File: src/rtl/if_pkg.sv
// Shared types and constants for the instruction-fetch stage.
package if_pkg;

  localparam int unsigned XLEN = 32;

  localparam logic [XLEN-1:0] NOP_INSTR = 32'h0000_0013;
  localparam logic [XLEN-1:0] PC_STEP   = 32'd4;

  typedef enum logic [1:0] {
    REQ  = 2'd0,
    WAIT = 2'd1,
    HOLD = 2'd2,
    HALT = 2'd3
  } fetch_state_e;

endpackage

File: src/rtl/if_stage_pc_next.sv
// Combinational next-PC select: hold, sequential +4 or redirect target.
// Redirect targets are forced to a word boundary; misalign_o flags the raw target.
module pc_next
  import if_pkg::*;
(
  input  logic [XLEN-1:0] pc_i,
  input  logic            redirect_i,
  input  logic [XLEN-1:0] redirect_pc_i,
  input  logic            advance_i,
  output logic [XLEN-1:0] pc_nxt_o,
  output logic            misalign_o
);

  always_comb begin
    pc_nxt_o = pc_i;
    if (redirect_i) begin
      pc_nxt_o = {redirect_pc_i[XLEN-1:2], 2'b00};
    end else if (advance_i) begin
      pc_nxt_o = pc_i + PC_STEP;
    end
  end

  assign misalign_o = |redirect_pc_i[1:0];

endmodule

File: src/rtl/if_stage.sv
// Instruction-fetch stage: PC, single-outstanding imem fetch, hold-until-accepted output.
// Optional misaligned-redirect trap enabled by defining IF_MISALIGN_TRAP_EN.
module if_stage
  import if_pkg::*;
#(
  parameter logic [31:0] RESET_PC = 32'h0000_0000
) (
  input  logic        clk,
  input  logic        reset,
  input  logic        redirect,
  input  logic [31:0] redirect_pc,
  input  logic        id_ready,
  output logic        imem_req,
  output logic [31:0] imem_addr,
  input  logic        imem_gnt,
  input  logic        imem_rvalid,
  input  logic [31:0] imem_rdata,
  output logic [31:0] instruction,
  output logic        instr_valid,
  output logic [31:0] pc_out,
  output logic [31:0] pc_plus4,
  output logic        misalign_trap,
  output logic [31:0] trap_pc
);

  fetch_state_e    state_q, state_d;
  logic [XLEN-1:0] pc_q, pc_d;
  logic            kill_q, kill_d;
  logic            advance_c;
  logic            misalign_c;
  logic            trap_hit_c;
  logic [XLEN-1:0] instr_q, instr_d;
  logic            valid_q, valid_d;
  logic [XLEN-1:0] pc_out_q, pc_out_d;

  pc_next u_pc_next (
    .pc_i          (pc_q),
    .redirect_i    (redirect),
    .redirect_pc_i (redirect_pc),
    .advance_i     (advance_c),
    .pc_nxt_o      (pc_d),
    .misalign_o    (misalign_c)
  );

`ifdef IF_MISALIGN_TRAP_EN
  logic            trap_q, trap_d;
  logic [XLEN-1:0] trap_pc_q, trap_pc_d;

  assign trap_hit_c = redirect && misalign_c && (state_q != HALT);

  always_comb begin
    trap_d    = trap_hit_c;
    trap_pc_d = trap_pc_q;
    if (trap_hit_c) trap_pc_d = redirect_pc;
  end

  always_ff @(posedge clk) begin
    if (reset) begin
      trap_q    <= 1'b0;
      trap_pc_q <= '0;
    end else begin
      trap_q    <= trap_d;
      trap_pc_q <= trap_pc_d;
    end
  end

  assign misalign_trap = trap_q;
  assign trap_pc       = trap_pc_q;
`else
  logic misalign_unused;
  assign misalign_unused = misalign_c;
  assign trap_hit_c      = 1'b0;
  assign misalign_trap   = 1'b0;
  assign trap_pc         = '0;
`endif

  always_ff @(posedge clk) begin
    if (reset) begin
      state_q  <= REQ;
      pc_q     <= RESET_PC;
      kill_q   <= 1'b0;
      instr_q  <= NOP_INSTR;
      valid_q  <= 1'b0;
      pc_out_q <= RESET_PC;
    end else begin
      state_q  <= state_d;
      pc_q     <= pc_d;
      kill_q   <= kill_d;
      instr_q  <= instr_d;
      valid_q  <= valid_d;
      pc_out_q <= pc_out_d;
    end
  end

  // Next state; kill marks the single outstanding fetch as stale after a redirect.
  always_comb begin
    state_d   = state_q;
    kill_d    = kill_q;
    advance_c = 1'b0;
    case (state_q)
      REQ: begin
        if (imem_gnt) begin
          state_d = WAIT;
          if (redirect) kill_d = 1'b1;
        end
      end
      WAIT: begin
        if (redirect) kill_d = 1'b1;
        if (imem_rvalid) begin
          if (kill_q || redirect) begin
            state_d = REQ;
            kill_d  = 1'b0;
          end else begin
            state_d = HOLD;
          end
        end
      end
      HOLD: begin
        if (redirect) begin
          state_d = REQ;
        end else if (id_ready) begin
          state_d   = REQ;
          advance_c = 1'b1;
        end
      end
      HALT: state_d = HALT;
    endcase
    if (trap_hit_c) begin
      state_d = HALT;
      kill_d  = 1'b0;
    end
  end

  // Decode-facing output registers.
  always_comb begin
    instr_d  = instr_q;
    valid_d  = valid_q;
    pc_out_d = pc_out_q;
    if ((state_q == WAIT) && imem_rvalid && !kill_q && !redirect) begin
      instr_d  = imem_rdata;
      pc_out_d = pc_q;
      valid_d  = 1'b1;
    end
    if ((state_q == HOLD) && (redirect || id_ready)) valid_d = 1'b0;
    if (trap_hit_c) valid_d = 1'b0;
  end

  assign imem_req    = (state_q == REQ) && !reset;
  assign imem_addr   = pc_q;
  assign instruction = instr_q;
  assign instr_valid = valid_q;
  assign pc_out      = pc_out_q;
  assign pc_plus4    = pc_out_q + PC_STEP;

endmodule

File: config.mk
export PLATFORM = sky130hd
export DESIGN_NAME = if_stage
export DESIGN_NICKNAME = d
export VERILOG_FILES = /design/src/rtl/if_pkg.sv /design/src/rtl/if_stage_pc_next.sv /design/src/rtl/if_stage.sv
export SDC_FILE = /design/constraint.sdc
export NUM_CORES = 1
export LEC_CHECK = 0
export BUFFER_PORTS_ARGS = -buffer_cell sky130_fd_sc_hd__buf_2
export CORE_MARGIN = 5
export CORE_UTILIZATION = 47
export DETAILED_ROUTE_END_ITERATION = 6
export PLACE_DENSITY = 0.81
export RECOVER_POWER = 50
export SKIP_CTS_REPAIR_TIMING = 1
export SYNTH_ARGS = -nofsm -noshare
export SYNTH_HDL_FRONTEND = slang
export SYNTH_SLANG_ARGS = --single-unit
File: constraint.sdc
create_clock -name clk -period 2.62 [get_ports clk]
set_input_delay 0.131 -clock clk [delete_from_list [all_inputs] [get_ports clk]]
set_output_delay 0.131 -clock clk [all_outputs]
set_load 0.005 [all_outputs]
* Word level (Yosys, flattened, before mapping)
Index checks and enable logic that the tools add are counted.
Word-level totals: register bits after elaboration 100, input bits 70, output and inout port bits 163, word-level logic and storage cells 48
Cells by class: add/subtract/negate cells 2, equality and inequality tests 6, mux-type cells 16, reduce and logical (&&, ||, !) cells 17
Operators by type and width (count):
- $add 32x3->32 const B | 2
- $mux 32 | 2
- $mux 2 | 5
- $pmux 2 s4 | 1
- $mux 1 | 7
- $logic_and 1x1->1 | 5
- $eq 2x2->1 const B | 2
- $ne 2x2->1 const B | 2
- $reduce_bool 2->1 | 2
- $reduce_or 2->1 | 2
- $logic_not 1->1 | 3
- $ne 3x3->1 const B | 1
- $reduce_and 3->1 | 1
- $eq 2x1->1 const B | 1
- $logic_not 2->1 | 1
- $logic_or 1x1->1 | 2
- $pmux 1 s2 | 1
- $reduce_and 2->1 | 1

* Longest topological paths before layout
word-level depth 5, gate-level depth with buffers 8, depth with buffers taken out 7

* Modules after synthesis
From an unflattened synthesis, not the netlist that was laid out.
Unflattened totals: cells, all modules 670, area total of the unflattened synthesis 5207.5 um2
Modules (own cells, without submodules):
- if_stage | times used 1, cells an instance 492, area an instance 4152.7 um2, sequential area each 2001.9 um2
- pc_next | times used 1, cells an instance 178, area an instance 1054.8 um2, sequential area each 0.0 um2

* Worst setup path after synthesis
OpenSTA, ideal clock, no wires.
kind register to register, start point register pc_q[2], in the netlist imem_addr[2], end point register pc_q[28], in the netlist imem_addr[28], setup time 0.115 ns, arrival time 1.803 ns, data required time 2.505 ns, slack 0.702 ns, stages on the path, launching flop included 7, path buffers 0, clock period less this slack 1.918 ns, path through dfxtp_1 -> ha_1 -> nand4_1 -> nor4_4 -> nand3_1 -> mux2i_1 -> a2111oi_0
On the way: cells in the longest elaborated chain, start to end 3
Ends and longest elaborated chain:
- start: declaration | RTL line if_stage.sv:27 | logic [XLEN-1:0] pc_q, pc_d;
- start signal: assignment | RTL line if_stage.sv:87 | pc_q <= pc_d;
- $add 32x3->32 | RTL line if_stage_pc_next.sv:19 | pc_nxt_o = pc_i + PC_STEP;
- $mux 32 | RTL line if_stage_pc_next.sv:18 | end else if (advance_i) begin
- $mux 32 | RTL line if_stage_pc_next.sv:16 | if (redirect_i) begin
Every way passes these cells. The select of a mux whose other input is x is not followed. A chain may end at the register's enable or synchronous reset.

* Worst setup path after layout
start point register pc_out_q[4], in the netlist pc_out[4], end point output pc_plus4[25]
On the way: cells in the longest elaborated chain, start to end 1
Ends and longest elaborated chain:
- start: declaration | RTL line if_stage.sv:34 | logic [XLEN-1:0] pc_out_q, pc_out_d;
- start signal: assignment | RTL line if_stage.sv:91 | pc_out_q <= pc_out_d;
- $add 32x3->32 | RTL line if_stage.sv:153 | assign pc_plus4 = pc_out_q + PC_STEP;
- end: declaration | RTL line if_stage.sv:21 | output logic [31:0] pc_plus4,
Every way passes these cells.

==> run_results.csv <==
group,metric,value,unit
run_status,status,"finished, final reports clean",
pwr,p_per_area,469.6,nW/um2
min_path,worstHoldStart,"imem_rdata[24]",
layout,num-nets-final,897,
timing,worst_pin_slew,1.308,ns
timing,slew_headroom,12.77,%
global_routing,grt_usage,20.36,%
timing,fin_tns_setup,0,ns
clock_network,clock-sinks,96,
place,hpwl,10.20,mm
setup_path,arrival,2.31,ns
min_path,min_delay_worst_endpoint,"instruction[24]",
die,die-width,113.0,um
clock_network,clk_pin_slew,0.09,ns
layout,syn_to_final_growth,22.66,%
setup_path,crit_path_end_kind,"primary output",
drt,wl_per_cell,14.40,um
setup_path,r2r-start,"state_q[0]",
drt,detailroute.via_count,4796,
global_routing,grt_start_max_net_pins,64,
layout,final_common_cell,"nand2_1",
place,dpl_cell_area,5908,um2
layout,design_area,6116,um2
setup_path,reg2reg_to,"pc_out[24]",
timing,fmax,409.0,MHz
synthesis,syn_avg_cell_area,7.889,um2
synthesis,synth_warnings,0,
drt,drt_first_pass_iters,4,
drt,post_drt_via_cell_ratio,4.985,
layout,final_cell_mix,"nand2_1 (153), buf_2 (127), dfxtp_1 (96), a21oi_1 (72), clkbuf_1 (66)",
timing,fin_crit,2.445,ns
clock_network,htreeDepth,3,
global_routing,grt_overflow_total,0,
synthesis,synth_cell_types,42,
timing,rsz0062_at_grt,"false",
synthesis,synth-async-reset-ratio,0,%
layout,num_antenna_cells,0,
timing,setup_ws,0.1751,ns
synthesis,ys_seq_area_share,38.54,%
synthesis,synth_area,4986,um2
layout,utilization,59.24,%
global_routing,grt_pass1_vias,4354,
clock_network,clock_latency,0.35,ns
die,die_height,113.0,um
global_routing,antenna_found_initial,3,
pwr,p_leak,2.580,nW
synthesis,ys.flop_type,"dfxtp_1",
min_path,hold_depth,3,
die,design.core.area,10320,um2
clock_network,cts_tree,"yes",
setup_path,r2r_slack,0.33,ns
die,io_pins,233,
drt,ant_nets,0,
timing,fin_crit_sh,93.32,%
layout,layout-drive-gt1-share,19.85,%
run,maxCapViolCount,0,
drt,drc,0,
place,place_ws,0.4895,ns
place,gp_congestion,0.8292,
synthesis,netlist_instances,632,
die,die_area,12770,um2
layout,final-instance-count-excl-fill,962,
timing,skew,0.007459,ns
setup_path,worstPathMaxFanout,7,
clock_network,cts_buffers,9,
timing,hold_viol,0,
timing,setup_viol_count_final,0,
clock_network,clockBufferDepth,2,
drt,wl,13.86,mm
timing,slew_violations,0,
min_path,min_path_type,"in -> reg",
die,initial_utilization,48.30,%
global_routing,grt_pass1_wl,21.56,mm
clock_network,root_buffer,"clkbuf_8",
synthesis,ys_ff_latch,96,
synthesis,synth-edff-count,0,
drt,drt_first_iter_violations,267,
pwr,irDropWorstVdd,241.1,uV
setup_path,worstSetupStartpointType,"register",
setup_path,critPathRequiredTime,2.49,ns
place,dpl.cell_count,933,
setup_path,critPathKind,"reg -> out",
die,rows,37,
setup_path,reg2regPathDepth,5,
place,io_buffers,191,
## critical path, cell delays in order (launching register included)
cell and delay (ns):
dfxtp_1 0.44, and3_1 0.20, nand3_1 0.29, nor4_4 0.54, nand3_1 0.17, xnor2_1 0.17, buf_2 0.14
## metal layers
| metal | vias to the layer above | global-route usage [%] | wire length, um |
|---|---|---|---|
| li1 | 2435 | - | - |
| met1 | 2166 | 25.32 | 5638 |
| met2 | 169 | 34.20 | 6770 |
| met3 | 20 | 6.310 | 1214 |
| met4 | 6 | 5.449 | 194 |
| met5 | - | 0 | 37 |
## layout make-up
cell class / count / area [um2]
clock buffers: 12 / 145.1
clock inverters: 4 / 30.03
fillers: 1000 / 4208
inverters: 12 / 45.04
multi-input cells: 491 / 2735
flip-flops and latches: 96 / 1922
well taps: 136 / 170.2
repair buffers: 211 / 1069
## cell families after synthesis
kind of cell | after synthesis | share of synthesized area, %
simple gates | 286 | 28.06
fa+ha+maj | 6 | 1.506
mux | 7 | 1.430
xor+xnor | 53 | 9.310
flops | 96 | 38.54
compound gates | 100 | 11.49
other cells | 1 | 0.07521
buf+inv | 83 | 9.586
## registers in the layout, indices dropped and copies added (netlist names)
signal / cells
instr_valid: 1
state_q: 2
pc_out: 30
kill_q: 1
instruction: 32
imem_addr: 30
## power breakdown
| part | switching (W) | internal [W] | total [W] |
|---|---|---|---|
| registers | 0.0000789 | 0.00152 | 0.00160 |
| clock network | 0.000515 | 0.000372 | 0.000888 |
| logic | 0.000217 | 0.000167 | 0.000384 |
| total | 0.000811 | 0.00206 | 0.00287 |
## through the flow
step           hold slack, ns  power (W)
2_1_floorplan          0.2471   0.001875
3_3_place_gp           0.3422   0.002006
3_5_place_dp           0.3437   0.002015
4_1_cts              -0.04322   0.002904
5_1_grt              0.001593   0.003024
6_report             0.003582   0.002872
## synthesized netlist by cell type (4+ instances only)
library cell	count	area, um2
inv_1	10	37.54
nor4_4	4	85.08
dfxtp_1	96	1922
nand4_1	18	112.6
buf_4	42	315.3
and4_1	5	43.79
clkbuf_1	27	101.4
xor2_1	17	148.9
nand2_1	153	574.3
nor2_1	38	142.6
nor3_1	6	30.03
xnor2_1	36	315.3
mux2i_1	6	60.06
and3_1	8	50.05
nand3_1	29	145.1
and2_1	5	31.28
a211oi_1	16	120.1
ha_1	6	75.07
a21oi_1	72	360.4
o21ai_0	5	25.02
## how the worst max path moves through the flow
| stage | start | to |
|---|---|---|
| 3_5_place_dp | imem_addr[3] | imem_addr[28] |
| 3_3_place_gp | imem_addr[3] | imem_addr[28] |
| 2_1_floorplan | imem_addr[2] | imem_addr[28] |
| 6_report | pc_out[4] | pc_plus4[25] |
| 4_1_cts | pc_out[4] | pc_plus4[25] |
| 5_1_grt | pc_out[4] | pc_plus4[31] |
Power figures use the tool's default switching activity.
